===== src/rtl/p23_mem_bus_arbiter.sv =====
// Two-master arbiter for the native mem_valid/mem_ready bus: CPU (port 0) and DMA (port 1)
// share one downstream port through a registered grant FSM with a no-answer watchdog.
module p23_mem_bus_arbiter #(
  parameter int unsigned CPU_PRIORITY   = 0,
  parameter int unsigned TIMEOUT_CYCLES = 255,
  parameter int unsigned CNT_WIDTH      = 8
) (
  input  logic        clk,
  input  logic        resetn,
  input  logic        m0_valid,
  output logic        m0_ready,
  input  logic [3:0]  m0_wstrb,
  input  logic [31:0] m0_addr,
  input  logic [31:0] m0_wdata,
  output logic [31:0] m0_rdata,
  output logic        m0_fault,
  input  logic        m1_valid,
  output logic        m1_ready,
  input  logic [3:0]  m1_wstrb,
  input  logic [31:0] m1_addr,
  input  logic [31:0] m1_wdata,
  output logic [31:0] m1_rdata,
  output logic        m1_fault,
  output logic        s_valid,
  input  logic        s_ready,
  output logic [3:0]  s_wstrb,
  output logic [31:0] s_addr,
  output logic [31:0] s_wdata,
  input  logic [31:0] s_rdata,
  input  logic        s_fault,
  output logic [1:0]  grant
);

  localparam logic                 TO_EN   = (TIMEOUT_CYCLES != 0);
  localparam logic [CNT_WIDTH-1:0] TO_LAST = CNT_WIDTH'(TIMEOUT_CYCLES - 1);

  typedef enum logic [1:0] {IDLE, OWN0, OWN1} state_t;

  state_t               state_q, state_d;
  logic                 last_q, last_d;
  logic [CNT_WIDTH-1:0] cnt_q, cnt_d;

  logic        sel;
  logic        own_valid;
  logic        done;
  logic        done_fault;
  logic [31:0] done_rdata;

  // State, last owner and watchdog registers
  always_ff @(posedge clk or negedge resetn) begin
    if (!resetn) begin
      state_q <= IDLE;
      last_q  <= 1'b1;
      cnt_q   <= '0;
    end else begin
      state_q <= state_d;
      last_q  <= last_d;
      cnt_q   <= cnt_d;
    end
  end

  // Grant decision, payload mux, completion and watchdog
  always_comb begin
    state_d    = state_q;
    last_d     = last_q;
    cnt_d      = cnt_q;
    sel        = (state_q == OWN1);
    own_valid  = 1'b0;
    done       = 1'b0;
    done_fault = 1'b0;
    done_rdata = '0;
    s_valid    = 1'b0;
    s_wstrb    = '0;
    s_addr     = '0;
    s_wdata    = '0;
    grant      = 2'b00;

    case (state_q)
      IDLE: begin
        cnt_d = '0;
        if (m0_valid && m1_valid) begin
          // last_q==1 means port 1 owned last, so port 0 takes the tie
          if ((CPU_PRIORITY != 0) || last_q) state_d = OWN0;
          else                                state_d = OWN1;
        end else if (m0_valid) begin
          state_d = OWN0;
        end else if (m1_valid) begin
          state_d = OWN1;
        end
      end
      OWN0, OWN1: begin
        grant     = sel ? 2'b10 : 2'b01;
        own_valid = sel ? m1_valid : m0_valid;
        s_wstrb   = sel ? m1_wstrb : m0_wstrb;
        s_addr    = sel ? m1_addr  : m0_addr;
        s_wdata   = sel ? m1_wdata : m0_wdata;
        if (!own_valid) begin
          state_d = IDLE;
        end else if (s_ready) begin
          s_valid    = 1'b1;
          done       = 1'b1;
          done_fault = s_fault;
          done_rdata = s_rdata;
          state_d    = IDLE;
          last_d     = sel;
        end else if (TO_EN && (cnt_q == TO_LAST)) begin
          // Downstream never answered: fault the owner and withdraw the request
          done       = 1'b1;
          done_fault = 1'b1;
          state_d    = IDLE;
          last_d     = sel;
        end else begin
          s_valid = 1'b1;
          if (cnt_q != '1) cnt_d = cnt_q + CNT_WIDTH'(1);
        end
      end
      default: state_d = IDLE;
    endcase

    m0_ready = done && !sel;
    m0_fault = done && !sel && done_fault;
    m0_rdata = (done && !sel) ? done_rdata : '0;
    m1_ready = done && sel;
    m1_fault = done && sel && done_fault;
    m1_rdata = (done && sel) ? done_rdata : '0;
  end

endmodule


===== config.mk =====
export PLATFORM = sky130hd
export DESIGN_NAME = p23_mem_bus_arbiter
export DESIGN_NICKNAME = d
export VERILOG_FILES = /design/src/rtl/p23_mem_bus_arbiter.sv
export SDC_FILE = /design/constraint.sdc
export NUM_CORES = 1
export LEC_CHECK = 0
export BUFFER_PORTS_ARGS = -buffer_cell sky130_fd_sc_hd__buf_2
export CORE_AREA = 8 8 115 117
export DETAILED_ROUTE_END_ITERATION = 8
export DIE_AREA = 0 0 123 125
export PLACE_DENSITY = 0.68
export SYNTH_ARGS = -nofsm -noshare
export SYNTH_HDL_FRONTEND = slang
export SYNTH_SLANG_ARGS = --single-unit

===== constraint.sdc =====
create_clock -name clk -period 3.7 [get_ports clk]
set_input_delay 0.185 -clock clk [delete_from_list [all_inputs] [get_ports clk]]
set_output_delay 0.185 -clock clk [all_outputs]
set_load 0.05 [all_outputs]

# Word-level counts from Yosys, hierarchy flattened
# Cells that the tools add are included.
# totals
regBits	11
inputBits	174
output_inout_bits	139
elab_cells	67
# op_classes
add_sub_neg	1
n_eq_ne	10
mux	40
n_reduce_logical	13
# op_table
operator	count
$mux 32	9
$mux 8	4
$mux 2	9
$pmux 8 s2	1
$mux 1	14
$add 8x1->8 const B	1
$eq 8x8->1 const B	1
$mux 4	2
$ne 2x2->1 const B	4
$ne 4x4->1 const B	2
$ne 8x8->1 const B	1
$logic_and 1x1->1	5
$reduce_and 5->1	1
$pmux 2 s2	1
$reduce_bool 2->1	2
$reduce_and 3->1	1
$eq 2x1->1 const B	1
$eq 2x2->1 const B	1
$logic_not 2->1	1
$reduce_and 2->1	1
$reduce_or 2->1	1
$logic_not 1->1	1

# Longest topological paths before layout
# Gate-level depths: netlist of run 1.
# logic_depth
word_depth	7
mapped_depth	8
depth_no_buf	6

# Worst setup path after synthesis of run 1
# No wires, ideal clock.
# synth_timing
path_type	flip-flop to output port
start	reg state_q[1]
end	out m0_fault
arrival_time_ps	2412
t_required_ps	3515
setup_slack_ps	1103
path_stages_with_launch	7
n_path_buf	1
path_cell_list	dfrtp_1 > inv_1 > ha_1 > clkbuf_1 > nand2_1 > o21bai_1 > nor3_1
# synth_via
elab_chain_len	6
word_cells_on_any_way	11
classes_between	2 x eq/ne; 5 x mux; 4 x reduce/logical
# synth_lines
item	line_no	source
start: declaration	39	state_t state_q, state_d;
start signal: assignment	56	state_q <= state_d;
$eq 2x2->1	67, 78	
$mux 1	93	own_valid = sel ? m1_valid : m0_valid;
$mux 1	97	if (!own_valid) begin
$mux 1	78	case (state_q)
$logic_and 1x1->1	121	m0_fault = done && !sel && done_fault;
$logic_and 1x1->1 (*)	121	
end: declaration	16	output logic m0_fault,
# Mark *: on every way between the ends. The rest lies on a longest branch, timed or not.

# Final worst setup path of run 1
# layout_timing
start	reg state_q[0]
end	out m1_rdata[30]
# layout_via
elab_chain_len	6
word_cells_on_any_way	10
classes_between	2 x eq/ne; 6 x mux; 2 x reduce/logical
# layout_lines
item	line_no	source
$eq 2x2->1 (*)	67	sel = (state_q == OWN1);
named net sel	43	logic sel;
$mux 1	93	
$mux 1	97	
$mux 1	78	
$logic_and 1x1->1	125	m1_rdata = (done && sel) ? done_rdata : '0;
$mux 32 (*)	125	
end: declaration	22	output logic [31:0] m1_rdata,
# Mark *: on every way through the listed nets, which the timed path passes. The rest lies on a longest branch.

==> insert_results.sql, run 1 <==
INSERT INTO impl_metrics (metric_group, metric, value, unit) VALUES
('route', 'drt-total-wl', '12.5', 'mm'),
('clocking', 'clock_sink_count', '11', ''),
('power_and_ir_drop', 'power.density_cell_area', '851', 'nW/um2'),
('clocking', 'postCtsSetupRepairBufs', '0', ''),
('place', 'dpl.hpwl', '10.8', 'mm'),
('setup_path', 'cp-end-kind', 'output pin', ''),
('logic_synthesis', 'synthDistinctLibCells', '42', ''),
('floorplanning', 'floorplan.initialDensity', '21.4', '%'),
('logic_synthesis', 'synth.cell_area', '2490', 'um2'),
('floorplanning', 'floorplan.die_area', '15400', 'um2'),
('setup_path', 'regToRegSetupSlack', '1320', 'ps'),
('floorplanning', 'die_y', '125', 'um'),
('floorplanning', 'core.rowCount', '40', ''),
('setup_path', 'reg2reg_to', 'cnt_q[2]', ''),
('setup_path', 'worstPathRequired', '3510', 'ps'),
('clocking', 'post_cts.resized_instances', '0', ''),
('route', 'routed_wire_length_per_instance', '16.6', 'um'),
('place', 'detailed_place.area', '4120', 'um2'),
('logic_synthesis', 'share_of_yosys_cell_area_claimed_by_the_top_area_cell_type', '27.4', '%'),
('clocking', 'number_of_h_tree_levels', '1', ''),
('route', 'dr.pass1.iters', '4', ''),
('route', 'route.detailed.drc', '0', ''),
('route', 'detailroute.via_count', '3386', ''),
('global_routing', 'grt_max_degree', '69', ''),
('clocking', 'cts_tree', 'done', ''),
('worst_hold_path', 'hold_path.class', 'primary input to flip-flop', ''),
('logic_synthesis', 'mappedNetlistNets', '492', ''),
('final_layout', 'final_cell_area', '4210', 'um2'),
('clocking', 'cts_buf_count', '3', ''),
('setup_path', 'cpLargestDelayFamily', 'buffers and inverters', ''),
('timing', 'maxClockFrequency', '0.380', 'GHz'),
('logic_synthesis', 'dominantRegCellSynth', 'sky130_fd_sc_hd__dfrtp_1', ''),
('route', 'detail_routed_via_count_per_cell', '4.51', ''),
('place', 'place.port_buffers', '312', ''),
('global_routing', 'grt.total_usage', '14.5', '%'),
('setup_path', 'critical_path.max_stage_delay', '390', 'ps'),
('global_routing', 'grt_first_pass_wirelength', '17.9', 'mm'),
('floorplanning', 'die-width', '123', 'um'),
('final_layout', 'nNetsFinal', '785', ''),
('logic_synthesis', 'yosysWarningCount', '0', ''),
('setup_path', 'cp_num_cells', '8', ''),
('setup_path', 'timing.setup.critical_path_class', 'flip-flop to output pin', ''),
('global_routing', 'first_global_vias', '3388', ''),
('final_layout', 'antenna_fix_cells', '0', ''),
('route', 'drtIter0Drc', '130', ''),
('global_routing', 'antenna_found_initial', '1', ''),
('logic_synthesis', 'synthCells', '312', ''),
('status', 'status', 'complete, no violations', ''),
('setup_path', 'crit_path_max_fanout', '64', ''),
('timing', 'report.final.slew_viol_count', '0', ''),
('setup_path', 'critPathLaunchType', 'flip-flop', ''),
('timing', 'finalClockSkew', '2.70', 'ps'),
('logic_synthesis', 'yosysMostFrequentCell', 'sky130_fd_sc_hd__nor2b_1', ''),
('logic_synthesis', 'postSynthAreaPerCell', '7.98', 'um2'),
('setup_path', 'cp_cell_sequence', 'inv_1 -> ha_4 -> mux2_1 -> nand2_1 -> nor2_2 -> buf_4 -> and3_1 -> buf_2', ''),
('final_layout', 'fill_cell_instance_count_of_the_final_layout', '1245', ''),
('setup_path', 'worst-endpoint-arrival', '2450', 'ps'),
('logic_synthesis', 'cells_taking_the_most_area_after_synthesis', 'sky130_fd_sc_hd__mux2i_1 27%, sky130_fd_sc_hd__nor2b_1 18%, sky130_fd_sc_hd__and3_1 17%', ''),
('route', 'route.antenna.remaining_nets', '0', ''),
('power_and_ir_drop', 'worst_ir_drop_vdd', '0.000551', 'V'),
('logic_synthesis', 'register_bit_count_reported_by_yosys', '11', ''),
('power_and_ir_drop', 'p_leak', '2.65', 'nW'),
('clocking', 'clk_root_buffer_cell', 'sky130_fd_sc_hd__clkbuf_16', ''),
('logic_synthesis', 'synthDominantAreaCellType', 'sky130_fd_sc_hd__mux2i_1', ''),
('setup_path', 'crit_path_start', 'state_q[0]', ''),
('clocking', 'cts-root-to-sink-buffers', '2', ''),
('clocking', 'cts.clk_slew.worst_paths', '40', 'ps'),
('setup_path', 'crit_slowest_cell', 'sky130_fd_sc_hd__dfrtp_1', ''),
('setup_path', 'timing.critical_path.to', 'm1_rdata[30]', ''),
('global_routing', 'globalRoute.totalOverflow', '0', ''),
('setup_path', 'cp.buffers_inverters', '3', '');
==> layer usage <==
metal / global-route usage (%) / up-vias / part of all wire, %
met5: 0 / - / 0.088
met4: 3.47 / 2 / 1.1
met3: 5.22 / 9 / 13
met2: 26.4 / 199 / 49
met1: 15.4 / 1478 / 37
li1: - / 1698 / -
==> placed cells by master, fill, tap and decap left out, types with 2 or more instances in the layout <==
master                      count
sky130_fd_sc_hd__nand2_1        3
sky130_fd_sc_hd__and3_1        66
sky130_fd_sc_hd__dfrtp_1       10
sky130_fd_sc_hd__nor2b_1       71
sky130_fd_sc_hd__and2_1         2
sky130_fd_sc_hd__nor3_4         2
sky130_fd_sc_hd__nor4b_1        2
sky130_fd_sc_hd__o2111a_2       2
sky130_fd_sc_hd__nand3_2        2
sky130_fd_sc_hd__ha_1           5
sky130_fd_sc_hd__clkbuf_16      3
sky130_fd_sc_hd__o2bb2ai_1      2
sky130_fd_sc_hd__nor3_1         3
sky130_fd_sc_hd__nor2_1         5
sky130_fd_sc_hd__buf_2        311
sky130_fd_sc_hd__inv_1          8
sky130_fd_sc_hd__mux2i_1       68
sky130_fd_sc_hd__o211ai_1       3
sky130_fd_sc_hd__a221o_1        4
sky130_fd_sc_hd__nand3_1        4
sky130_fd_sc_hd__buf_4          4
==> sequential cells by signal, summed over array words and instances, names as in the netlist <==
| register | count |
|---|---|
| state_q | 2 |
| cnt_q | 8 |
| last_q | 1 |
==> report_power, final <==
group / internal, mW / total (mW) / switching, mW
combinational: 0.888 / 3.21 / 2.32
clock: 0.145 / 0.201 / 0.0563
sequential: 0.148 / 0.172 / 0.0243
==> through the flow <==
| stage | setup slack, ps | std cells | hold WS (ps) | power [mW] |
|---|---|---|---|---|
| after floorplan | 1100 | 312 | -111 | 2.73 |
| after CTS | 1070 | 751 | 280 | 3.62 |
| final | 1070 | 751 | 282 | 3.58 |
| after global placement | 1360 | 746 | 70.0 | 3.40 |
| after detailed placement | 1340 | 746 | 80.2 | 3.41 |
| after global routing | 897 | 751 | 308 | 3.77 |
==> area by class of cell <==
class | instances | area, um2 | area share, %
inverter | 8 | 30.0 | 0.713
timing repair buffer | 317 | 1620 | 38.4
multi-input combinational | 264 | 2030 | 48.1
sequential | 11 | 277 | 6.56
clock buffer | 4 | 78.8 | 1.87
tap | 147 | 184 | 4.37
==> worst register-to-register path: cells and delay by family, from the launching register on <==
| family | cells | cell delay (ps) |
|---|---|---|
| mux | 1 | 390 |
| compound gates | 1 | 370 |
| flops | 1 | 390 |
| simple gates | 2 | 590 |
| buf+inv | 1 | 150 |
| fa+ha+maj | 1 | 360 |
==> cell families (layout without fill, tap and decap cells) <==
group	Yosys count	after routing	synth area share [%]
simple gates	168	168	42.5
xor+xnor	1	1	0.352
flops	11	11	11.1
fa+ha+maj	6	6	3.02
buf+inv	37	329	7.94
mux	70	70	28.3
compound gates	19	19	6.79
==> worst min path at each step <==
stage	startpoint	end	cells after the start
detailed placement	resetn	cnt_q[3]	1
finish	m0_valid	state_q[0]	3
CTS	m0_valid	state_q[0]	3
global placement	resetn	cnt_q[7]	1
floorplan	resetn	cnt_q[0]	0
global route	m0_valid	state_q[0]	3
==> timing repair <==
item | 4_1_cts | 5_1_grt
endpoints found under the setup margin | 0 | 0
hold buffers | 1 | 0
endpoints found under the hold margin | 10 | 0
No activity file was read; power rests on OpenSTA's default activity.
==> run 2: changes to the inputs <==
--- a/config.mk
+++ b/config.mk
@@ -5,11 +5,12 @@
 export SDC_FILE = /design/constraint.sdc
 export NUM_CORES = 1
 export LEC_CHECK = 0
+export ABC_AREA = 1
 export BUFFER_PORTS_ARGS = -buffer_cell sky130_fd_sc_hd__buf_2
 export CORE_AREA = 8 8 115 117
 export DETAILED_ROUTE_END_ITERATION = 8
 export DIE_AREA = 0 0 123 125
-export PLACE_DENSITY = 0.68
+export PLACE_DENSITY = 0.7
 export SYNTH_ARGS = -nofsm -noshare
 export SYNTH_HDL_FRONTEND = slang
 export SYNTH_SLANG_ARGS = --single-unit
==> constraint.sdc (replaced) <==
create_clock -name clk -period 2.6 [get_ports clk]
set_input_delay 0.13 -clock clk [delete_from_list [all_inputs] [get_ports clk]]
set_output_delay 0.13 -clock clk [all_outputs]
set_load 0.05 [all_outputs]
==> insert_results.sql, run 2 <==
INSERT INTO impl_metrics (metric_group, metric, value, unit) VALUES
('route', 'route.detailed.drc', '0', ''),
('power_and_ir_drop', 'power.density_cell_area', '1510', 'nW/um2'),
('timing', 'report.final.setup_viol', '0', ''),
('final_layout', 'antenna_fix_cells', '0', ''),
('setup_path', 'crit_path_max_fanout', '15', ''),
('final_layout', 'largest_regs', 'cnt_q (8), state_q (2), last_q (1)', ''),
('logic_synthesis', 'yosysWarningCount', '0', ''),
('final_layout', 'final_util', '38.4', '%'),
('global_routing', 'globalRoute.totalOverflow', '0', ''),
('clocking', 'clk_root_buffer_cell', 'sky130_fd_sc_hd__clkbuf_16', ''),
('global_routing', 'grt_first_pass_wirelength', '19.3', 'mm'),
('power_and_ir_drop', 'switching_power', '5.04', 'mW'),
('route', 'drtIter0Drc', '228', ''),
('logic_synthesis', 'synth.cell_area', '2730', 'um2'),
('setup_path', 'worst_r2r_src', 'state_q[1]', ''),
('power_and_ir_drop', 'pwr-share-clk', '4.3', '%'),
('clocking', 'number_of_h_tree_levels', '1', ''),
('final_layout', 'largest-register', 'cnt_q', ''),
('place', 'gp_congestion', '0.812', ''),
('timing', 'finalHoldViolCount', '0', ''),
('worst_hold_path', 'hold_path.class', 'primary input to async pin', ''),
('clocking', 'clock_sink_count', '11', ''),
('timing', 'finalClockSkew', '2.43', 'ps'),
('power_and_ir_drop', 'worst_ir_drop_vdd', '0.00126', 'V'),
('route', 'dr.pass1.iters', '4', ''),
('floorplanning', 'die_y', '125', 'um'),
('power_and_ir_drop', 'comb_power_share', '92.0', '%'),
('power_and_ir_drop', 'switching_share', '75.0', '%'),
('route', 'routed_wire_length_per_instance', '14.9', 'um'),
('logic_synthesis', 'post_synth_most_frequent_cells', '142 x sky130_fd_sc_hd__nor2_1, 70 x sky130_fd_sc_hd__o21ai_0, 60 x sky130_fd_sc_hd__nor3_2', ''),
('logic_synthesis', 'dominantRegCellSynth', 'sky130_fd_sc_hd__dfrtp_1', ''),
('clocking', 'cts_buf_count', '3', ''),
('setup_path', 'reg2reg_to', 'cnt_q[4]', ''),
('setup_path', 'timing.setup.critical_path_class', 'flip-flop to output pin', ''),
('clocking', 'clock_latency', '240', 'ps'),
('floorplanning', 'core_area', '11600', 'um2'),
('setup_path', 'timing.critical_path.to', 'm0_rdata[1]', ''),
('logic_synthesis', 'synthCells', '463', ''),
('logic_synthesis', 'synth.yosys.seq_area_share', '10.1', '%'),
('floorplanning', 'floorplan.initialDensity', '23.5', '%'),
('status', 'status', 'complete, no violations', ''),
('route', 'drt-total-wl', '13.4', 'mm'),
('logic_synthesis', 'synthDistinctLibCells', '30', ''),
('place', 'dpl.hpwl', '11.2', 'mm'),
('clocking', 'cts.clk_slew.worst_paths', '40', 'ps'),
('global_routing', 'first_global_vias', '3640', ''),
('timing', 'layout_worst_path_cycle_share', '92.7', '%'),
('logic_synthesis', 'mappedNetlistNets', '643', ''),
('route', 'route.antenna.remaining_nets', '0', ''),
('global_routing', 'grt.total_usage', '15.2', '%'),
('place', 'place.port_buffers', '312', ''),
('run', 'drv.max_cap_violation_count', '0', ''),
('clocking', 'postCtsSetupRepairBufs', '0', ''),
('route', 'detail_routed_via_count_per_cell', '4.47', ''),
('power_and_ir_drop', 'power.share.sequential', '3.7', '%'),
('route', 'detailroute.via_count', '4019', ''),
('final_layout', 'drive_gt1_share', '53.2', '%'),
('floorplanning', 'floorplan.die_area', '15400', 'um2'),
('floorplanning', 'num_io_pins', '313', ''),
('logic_synthesis', 'cells_taking_the_most_area_after_synthesis', 'sky130_fd_sc_hd__nor3_2 22%, sky130_fd_sc_hd__nor2_1 19%, sky130_fd_sc_hd__o21ai_0 13%', ''),
('setup_path', 'regToRegSetupSlack', '490', 'ps'),
('setup_path', 'critPathLaunchType', 'flip-flop', ''),
('global_routing', 'grt_max_degree', '76', ''),
('logic_synthesis', 'postSynth.asyncResetShare', '100', '%'),
('clocking', 'cts_tree', 'done', ''),
('timing', 'max-slew-margin-rel', '62.6', '%'),
('setup_path', 'r2r_cells', '8', ''),
('power_and_ir_drop', 'cell_internal_pwr', '1.68', 'mW'),
('power_and_ir_drop', 'p_leak', '2.60', 'nW'),
('logic_synthesis', 'yosysMostFrequentCell', 'sky130_fd_sc_hd__nor2_1', ''),
('final_layout', 'nNetsFinal', '933', ''),
('timing', 'layout_min_cycle_time', '2410', 'ps'),
('setup_path', 'crit_path_start', 'state_q[0]', ''),
('setup_path', 'worstPathRequired', '2470', 'ps'),
('floorplanning', 'die-width', '123', 'um'),
('setup_path', 'worst-endpoint-arrival', '2280', 'ps'),
('final_layout', 'most_frequent_standard_cell_in_the_layout_excluding_fill_and_tap_cells', 'sky130_fd_sc_hd__buf_2', ''),
('logic_synthesis', 'synth-edff-count', '0', ''),
('floorplanning', 'core.rowCount', '40', ''),
('logic_synthesis', 'synthDominantAreaCellType', 'sky130_fd_sc_hd__nor3_2', ''),
('setup_path', 'cp-end-kind', 'output pin', ''),
('clocking', 'cts-root-to-sink-buffers', '2', ''),
('timing', 'maxClockFrequency', '0.415', 'GHz'),
('logic_synthesis', 'register_bit_count_reported_by_yosys', '11', ''),
('final_layout', 'syn2layout_area_growth', '62.9', '%'),
('logic_synthesis', 'postSynthAreaPerCell', '5.90', 'um2'),
('timing', 'worst_hold_slack', '293', 'ps'),
('timing', 'timing_worst_slew_pin_value', '560', 'ps'),
('timing', 'report.final.slew_viol_count', '0', ''),
('global_routing', 'antenna_found_initial', '0', ''),
('final_layout', 'most-common-layout-cells', '304 x sky130_fd_sc_hd__buf_2, 142 x sky130_fd_sc_hd__nor2_1, 70 x sky130_fd_sc_hd__o21ai_0', ''),
('logic_synthesis', 'share_of_yosys_cell_area_claimed_by_the_top_area_cell_type', '22.0', '%'),
('final_layout', 'largest_register_ffs', '8', '');
run 2: cell count changes in the layout (fill, tap and decap cells not counted), sizes merged, moves of 4 or more:
cell    change
mux2i      -68
nor2b      -71
o21ai      +71
and3       -66
nor3       +59
nand3      +14
nand4       +7
clkbuf      +7
a221o       -4
inv        +45
nand2      +37
nor2      +138
run 2: worst min path at each step:
stage	start	endpoint	slack [ps]	depth (start not counted)
5_1_grt	resetn	cnt_q[5]	310	2
6_report	resetn	cnt_q[5]	290	2
2_1_floorplan	resetn	cnt_q[0]	-170	0
3_5_place_dp	resetn	cnt_q[5]	20	1
3_3_place_gp	resetn	cnt_q[5]	20	1
4_1_cts	resetn	cnt_q[5]	300	2
run 2: cell type report:
| type | instances | area [um2] |
|---|---|---|
| Inverter | 54 | 204 |
| Tap cell | 147 | 184 |
| Timing Repair Buffer | 321 | 1680 |
| Clock buffer | 4 | 78.8 |
| Sequential cell | 11 | 277 |
| Fill cell | 1238 | 7160 |
| Multi-Input combinational cell | 362 | 2030 |
run 2: per-layer routing:
metal	vias up	routed length (um)	global-route usage, %
li1	2061	-	-
met1	1725	5170	17.5
met2	229	6430	27.1
met3	4	1780	5.54
met4	0	36	0.921
met5	-	0	0
run 2: cells by family after synthesis:
group | synth area share [%]
buffers and inverters | 16.2
adder cells (fa/ha/maj) | 2.75
flip-flops | 10.1
AND/OR/NAND/NOR | 56.1
AO/OA/AOI/OAI | 14.6
XOR/XNOR | 0.320
run 2: power by group through the flow:
stage	clock network, mW	logic, mW	registers (mW)
finish	0.289	6.18	0.250
global route	0.299	6.55	0.255
CTS	0.289	6.23	0.245
detailed placement	0	6.22	0.249
global placement	0	6.21	0.246
floorplan	0	4.81	0.240
run 2: metrics by stage:
step	TNS [ps]	std cells	cell area [um2]	power, mW	setup WS [ps]
2_1_floorplan	0	463	2730	5.05	131
3_3_place_gp	0	894	4330	6.46	430
3_5_place_dp	0	894	4330	6.46	350
4_1_cts	0	899	4420	6.77	100
5_1_grt	-6.65	899	4450	7.10	-4.09
6_report	0	899	4450	6.72	190
run 2: what timing repair did:
action / CTS / global route
endpoints found under the setup margin: 0 / 65
hold buffers: 1 / 0
resized for setup: 0 / 11
hold endpoints to repair: 10 / 0
run 2: critical path, stage by stage, from the launching register on:
cell and delay, ps:
sky130_fd_sc_hd__dfrtp_1 380, sky130_fd_sc_hd__inv_1 170, sky130_fd_sc_hd__ha_4 210, sky130_fd_sc_hd__nand2_1 70
sky130_fd_sc_hd__o21ai_1 100, sky130_fd_sc_hd__nand2_1 100, sky130_fd_sc_hd__clkinv_2 140, sky130_fd_sc_hd__nand2_4 150
sky130_fd_sc_hd__buf_4 240, sky130_fd_sc_hd__nor3_1 170, sky130_fd_sc_hd__buf_2 290
